$ cat config.mk
export PLATFORM = sky130hd
export DESIGN_NAME = pulse_rate_calc
export DESIGN_NICKNAME = d
export VERILOG_FILES = /design/src/rtl/pulse_rate_calc.sv
export SDC_FILE = /design/constraint.sdc
export NUM_CORES = 1
export LEC_CHECK = 0
export CORE_ASPECT_RATIO = 0.75
export CORE_MARGIN = 2
export CORE_UTILIZATION = 55
export CTS_CLUSTER_DIAMETER = 120
export DETAILED_ROUTE_END_ITERATION = 10
export PLACE_DENSITY = 0.84
export SLEW_MARGIN = 30
export SYNTH_ARGS = -nofsm -noshare
export SYNTH_HDL_FRONTEND = slang
export SYNTH_SLANG_ARGS = --single-unit
$ cat constraint.sdc
create_clock -name clk -period 3.3 [get_ports clk]
set_input_delay 0.66 -clock clk [delete_from_list [all_inputs] [get_ports clk]]
set_output_delay 0.66 -clock clk [all_outputs]
set_load 0.005 [all_outputs]
$ cat src/rtl/pulse_rate_calc.sv
// Beat-to-beat rate meter: times the inter-beat interval in ticks, converts it to BPM
// with a 16-cycle restoring divider and smooths the result over the last four beats.
module pulse_rate_calc #(
  parameter int CLK_HZ     = 100_000_000,
  parameter int TICK_HZ    = 1000,
  parameter int MIN_IBI_MS = 300,
  parameter int MAX_IBI_MS = 2000
) (
  input  logic       clk,
  input  logic       rst,
  input  logic       beat_in,
  output logic [7:0] bpm,
  output logic       bpm_valid,
  output logic       bpm_update,
  output logic       no_signal
);

  localparam int DIV = CLK_HZ / TICK_HZ;
  localparam int PW  = (DIV > 1) ? $clog2(DIV) : 1;
  localparam logic [11:0] MAX_IBI = 12'(MAX_IBI_MS);
  localparam logic [11:0] MIN_IBI = 12'(MIN_IBI_MS);

  typedef enum logic [1:0] {IDLE, MEASURE, DIVIDE, AVERAGE} state_t;

  state_t          state, state_nxt;
  logic [PW-1:0]   pre;
  logic            tick;
  logic [11:0]     ibi_cnt, ibi;
  logic [15:0]     dvd;
  logic [11:0]     rem;
  logic [7:0]      quo;
  logic [3:0]      div_cnt;
  logic            first_flag;
  logic [3:0][7:0] hist, hist_nxt;
  logic            start, accept, timeout;
  logic [12:0]     trial;
  logic            ge;
  logic [11:0]     diff;
  logic [9:0]      sum, sum_r;
  logic [7:0]      avg;

  assign tick = (pre == PW'(DIV - 1));

  always_comb begin
    state_nxt = state;
    start     = 1'b0;
    accept    = 1'b0;
    timeout   = 1'b0;
    case (state)
      IDLE:
        if (beat_in) begin
          start     = 1'b1;
          state_nxt = MEASURE;
        end
      MEASURE:
        if (ibi_cnt == MAX_IBI) begin
          timeout = 1'b1;
          // a beat landing on the timeout cycle restarts the train at once
          if (beat_in) begin
            start     = 1'b1;
            state_nxt = MEASURE;
          end else begin
            state_nxt = IDLE;
          end
        end else if (beat_in && ibi_cnt >= MIN_IBI) begin
          accept    = 1'b1;
          state_nxt = DIVIDE;
        end
      DIVIDE:  if (div_cnt == 4'd15) state_nxt = AVERAGE;
      AVERAGE: state_nxt = MEASURE;
      default: state_nxt = IDLE;
    endcase
  end

  // restoring step: remainder stays below ibi, so 12 bits plus the incoming bit suffice
  always_comb begin
    trial = {rem, dvd[15]};
    ge    = (trial >= {1'b0, ibi});
    diff  = trial[11:0] - ibi;
  end

  always_comb begin
    hist_nxt = first_flag ? {4{quo}} : {hist[2:0], quo};
    sum      = 10'(hist_nxt[0]) + 10'(hist_nxt[1]) + 10'(hist_nxt[2]) + 10'(hist_nxt[3]);
    sum_r    = sum + 10'd2;
    avg      = sum_r[9:2];
  end

  always_ff @(posedge clk) begin
    if (!rst) begin
      state      <= IDLE;
      pre        <= '0;
      ibi_cnt    <= '0;
      ibi        <= '0;
      dvd        <= '0;
      rem        <= '0;
      quo        <= '0;
      div_cnt    <= '0;
      hist       <= '0;
      first_flag <= 1'b1;
      bpm        <= '0;
      bpm_valid  <= 1'b0;
      bpm_update <= 1'b0;
      no_signal  <= 1'b1;
    end else begin
      state      <= state_nxt;
      bpm_update <= 1'b0;
      pre        <= tick ? '0 : pre + PW'(1);

      if (start || accept)             ibi_cnt <= '0;
      else if (tick && ibi_cnt != MAX_IBI) ibi_cnt <= ibi_cnt + 12'd1;

      if (start || timeout) first_flag <= 1'b1;

      if (timeout) begin
        bpm       <= '0;
        bpm_valid <= 1'b0;
        no_signal <= 1'b1;
      end

      if (accept) begin
        ibi     <= ibi_cnt;
        dvd     <= 16'd60000;
        rem     <= '0;
        quo     <= '0;
        div_cnt <= '0;
      end

      if (state == DIVIDE) begin
        rem     <= ge ? diff : trial[11:0];
        quo     <= {quo[6:0], ge};
        dvd     <= {dvd[14:0], 1'b0};
        div_cnt <= div_cnt + 4'd1;
      end

      if (state == AVERAGE) begin
        hist       <= hist_nxt;
        first_flag <= 1'b0;
        bpm        <= avg;
        bpm_valid  <= 1'b1;
        no_signal  <= 1'b0;
        bpm_update <= 1'b1;
      end
    end
  end

endmodule

==> results.rst <==
.. list-table::
   :header-rows: 1

   * - Metric
     - Value
   * - Fin. max-slew vios
     - 0
   * - Leakage
     - 0.00286 uW
   * - # H-tree levels
     - 4
   * - Count of flip-flops with a built-in enable after synthesis
     - 0
   * - Insertion delay to the later sink of the worst-skew pair
     - 410 ps
   * - Minimum period implied by the final worst setup slack
     - 3380 ps
   * - Final non-filler cell area
     - 0.00728 sq mm
   * - Number of vias per cell
     - 5.82
   * - Count of maximum capacitance violations
     - 0
   * - Sum of routed wire length over all layers
     - 14.2 mm
   * - Type of the most critical hold path
     - reg2reg
   * - Vias
     - 5171
   * - Number of global-route vias before repair
     - 5049
   * - Sink count of the clock tree
     - 114
   * - DRC violations left
     - 0
   * - Core box area
     - 0.0109 sq mm
   * - Synth warnings
     - 0
   * - Count of filler cells inserted in the layout
     - 784
   * - Share of synthesized area occupied by flip-flops and latches
     - 0.372
   * - Proportion of register bits with asynchronous set or reset after synthesis
     - 0
   * - First-pass GRT wire length
     - 23.2 mm
   * - Post-layout util
     - 0.668
   * - Maximum buffer depth of the clock tree
     - 2
   * - Post-layout worst setup margin
     - -83.0 ps
   * - Number of antenna violations at the first check in global routing
     - 0
   * - Cell accounting for the most synthesized area
     - sky130_fd_sc_hd__dfxtp_1
   * - Post-Synthesis Net Count
     - 763
   * - Largest fanout on the critical path
     - 3
   * - Die area
     - 0.0120 sq mm
   * - Antenna violation net count after detailed routing
     - 0
   * - Die boundary width
     - 126 um
   * - Number of non-filler instances in the completed layout
     - 889
   * - Total inserted antenna cells
     - 0
   * - Netlist Area Pre-Place
     - 0.00613 sq mm
   * - Routability congestion estimate
     - 0.902
   * - Fraction of layout instances using a drive strength above 1
     - 0.127
   * - Worst path required time
     - 3600 ps
   * - Total number of nets in the final design
     - 784
   * - Outcome
     - complete, but fails checks
   * - Drt wl/cell
     - 16.0 um
   * - Worst endpoint data arrival time
     - 3680 ps
   * - Worst-case clock skew
     - 9.17 ps
   * - Number of instances in the placed design
     - 850
   * - Height of the die
     - 95.5 um
   * - Library cells used by synthesis
     - 58
   * - Setup violators final
     - 3
   * - Highest clock rate
     - 296 MHz
   * - Cell row count
     - 33
   * - Pin slew with the least headroom to its limit
     - 915 ps
   * - Initial standard-cell utilization of the core
     - 0.563
   * - Number of hold violations in the final report
     - 0
   * - Remaining global-route overflow
     - 0
   * - Number of buffers created by CTS
     - 17
   * - Root buffer cell
     - sky130_fd_sc_hd__clkbuf_16
   * - Port-buffer cells
     - 13
   * - Number of I/O pins
     - 14
   * - Pin count of the biggest net entering global routing
     - 33
   * - Synth-to-layout area growth
     - 18.7%
   * - Cell area power density
     - 437 mW/mm^2
   * - Most area-consuming cells after synthesis
     - sky130_fd_sc_hd__dfxtp_1 37%, sky130_fd_sc_hd__nand2_1 6.3%, sky130_fd_sc_hd__ha_1 5.9%
   * - Dpl cell area
     - 0.00645 sq mm
   * - Global-route usage over all layers
     - 0.240
   * - Violated checks
     - negative setup slack
   * - Critical Setup Path Class
     - reg2reg
   * - Post-synth top area share
     - 0.372
   * - Startpoint kind of the worst setup timing path
     - register
   * - Max-slew headroom at the worst pin
     - 0.388
   * - Post-Synthesis Cells
     - 715
   * - First-pass detailed-route iteration total
     - 5
   * - Setup repair after global routing missed its margin
     - yes
   * - Register bit total from synthesis
     - 114
   * - Detailed-placement wirelength estimate
     - 9.01 mm
   * - Type of destination of the critical path
     - register
   * - Clock Pin Slew Worst Setup and Hold Paths
     - 60 ps
   * - Violation count after the first detailed-route iteration
     - 415
   * - Avg Synthesized Cell Area
     - 8.58 sq um
   * - Final period util
     - 1.03
   * - Main flop type after synthesis
     - sky130_fd_sc_hd__dfxtp_1
   * - Peak supply drop
     - 0.502 mV
   * - Post-place setup slack
     - -204 ps
   * - Clock tree from TritonCTS
     - done
[kinds of logic (layout without fill, tap and decap cells)]
family	count (synthesis)	count (layout)	share of synthesized area
AO/OA/AOI/OAI	148	148	0.164
AND/OR/NAND/NOR	256	256	0.198
flip-flops	114	114	0.372
buffers and inverters	88	122	0.0565
XOR/XNOR	31	31	0.0443
adder cells (fa/ha/maj)	45	45	0.111
multiplexers	33	33	0.0538
[routing by layer]
layer / vias up / routed length [um] / track usage
met3: 35 / 636 / 0.0606
met2: 152 / 7040 / 0.404
met4: 0 / 343 / 0.119
met5: - / 0 / 0
li1: 2486 / - / -
met1: 2498 / 6180 / 0.290
[where the power goes]
group	switching [uW]	internal [uW]
clock network	642	1080
logic	46.9	24.9
registers	5.77	1380
[Yosys cell counts (all sizes together), types with 2 or more instances]
cell type,number
a211oi,4
a21boi,24
a21o,3
a21oi,27
a31oi,6
and2,8
and3,7
buf,11
clkbuf,22
dfxtp,114
fa,16
ha,29
inv,55
mux2i,33
nand2,104
nand2b,6
nand3,22
nand3b,3
nand4,8
nand4b,4
nor2,55
nor2b,15
nor3,9
o211a,17
o21a,4
o21ai,42
o21bai,2
o22ai,3
o31a,4
o31ai,2
o41ai,2
or2,4
or3,6
xnor2,13
xor2,18
[layout by cell type, fill, tap and decap left out, types with 16 or more instances in the layout]
cell                          n
sky130_fd_sc_hd__ha_1        27
sky130_fd_sc_hd__nand3_1     21
sky130_fd_sc_hd__buf_4       17
sky130_fd_sc_hd__a21boi_0    24
sky130_fd_sc_hd__nor2_1      55
sky130_fd_sc_hd__clkbuf_16   17
sky130_fd_sc_hd__o21ai_0     36
sky130_fd_sc_hd__dfxtp_1    113
sky130_fd_sc_hd__mux2i_1     21
sky130_fd_sc_hd__o211a_1     17
sky130_fd_sc_hd__a21oi_1     24
sky130_fd_sc_hd__nand2_1    102
sky130_fd_sc_hd__inv_1       53
sky130_fd_sc_hd__fa_1        16
sky130_fd_sc_hd__xor2_1      18
[timing repair]
action,CTS,global route
setup endpoints to repair,4,4
gates resized for setup,28,19
pin swaps,4,8
hold buffers,0,0
buffers inserted,1,6
[worst paths after layout]
path / slack [ps] / start / depth (start not counted) / endpoint
worst max-delay path: -80 / first_flag$_SDFFE_PN1P_ / 14 / bpm[3]$_SDFFE_PN0P_
worst min-delay path: 450 / bpm[0]$_SDFFE_PN0P_ / 2 / bpm[0]$_SDFFE_PN0P_
worst max register to register: -80 / first_flag$_SDFFE_PN1P_ / 14 / bpm[3]$_SDFFE_PN0P_
worst min register to register: 450 / bpm[0]$_SDFFE_PN0P_ / 2 / bpm[0]$_SDFFE_PN0P_
[worst max-delay path, stage by stage, from the launching register on]
cell and delay, ps:
sky130_fd_sc_hd__dfxtp_4 380, sky130_fd_sc_hd__buf_6 140, sky130_fd_sc_hd__mux2i_4 250, sky130_fd_sc_hd__fa_1 500
sky130_fd_sc_hd__fa_1 590, sky130_fd_sc_hd__inv_1 80, sky130_fd_sc_hd__ha_4 260, sky130_fd_sc_hd__a21oi_4 130
sky130_fd_sc_hd__o22ai_2 100, sky130_fd_sc_hd__buf_4 180, sky130_fd_sc_hd__buf_4 130, sky130_fd_sc_hd__o21a_1 190
sky130_fd_sc_hd__nor2_1 120, sky130_fd_sc_hd__xor2_1 150, sky130_fd_sc_hd__o21ai_1 70
[final cells by class]
cell class / count / area (sq um) / share of cell area
multi-input combinational: 513 / 3720 / 0.511
clock inverter: 11 / 86.3 / 0.0119
inverter: 55 / 206 / 0.0284
tap: 140 / 175 / 0.0241
sequential: 114 / 2290 / 0.314
clock buffer: 21 / 470 / 0.0646
timing repair buffer: 35 / 335 / 0.0461
[flip-flops by register name (all words and copies together) (netlist names), 2 cells and up]
register  flops
bpm           8
div_cnt       4
dvd          11
hist         24
ibi          12
ibi_cnt      12
pre          17
quo           8
rem          12
state         2
[metrics by stage]
stage | setup TNS [ps] | hold WS [ps] | power (uW)
3_5_place_dp | -612 | 444 | 1490
5_1_grt | -685 | 490 | 3270
3_3_place_gp | 0 | 432 | 1480
4_1_cts | 0 | 457 | 3190
2_1_floorplan | 0 | 430 | 1470
6_report | -128 | 454 | 3180
Note: power is estimated with default switching activity, not from simulation.
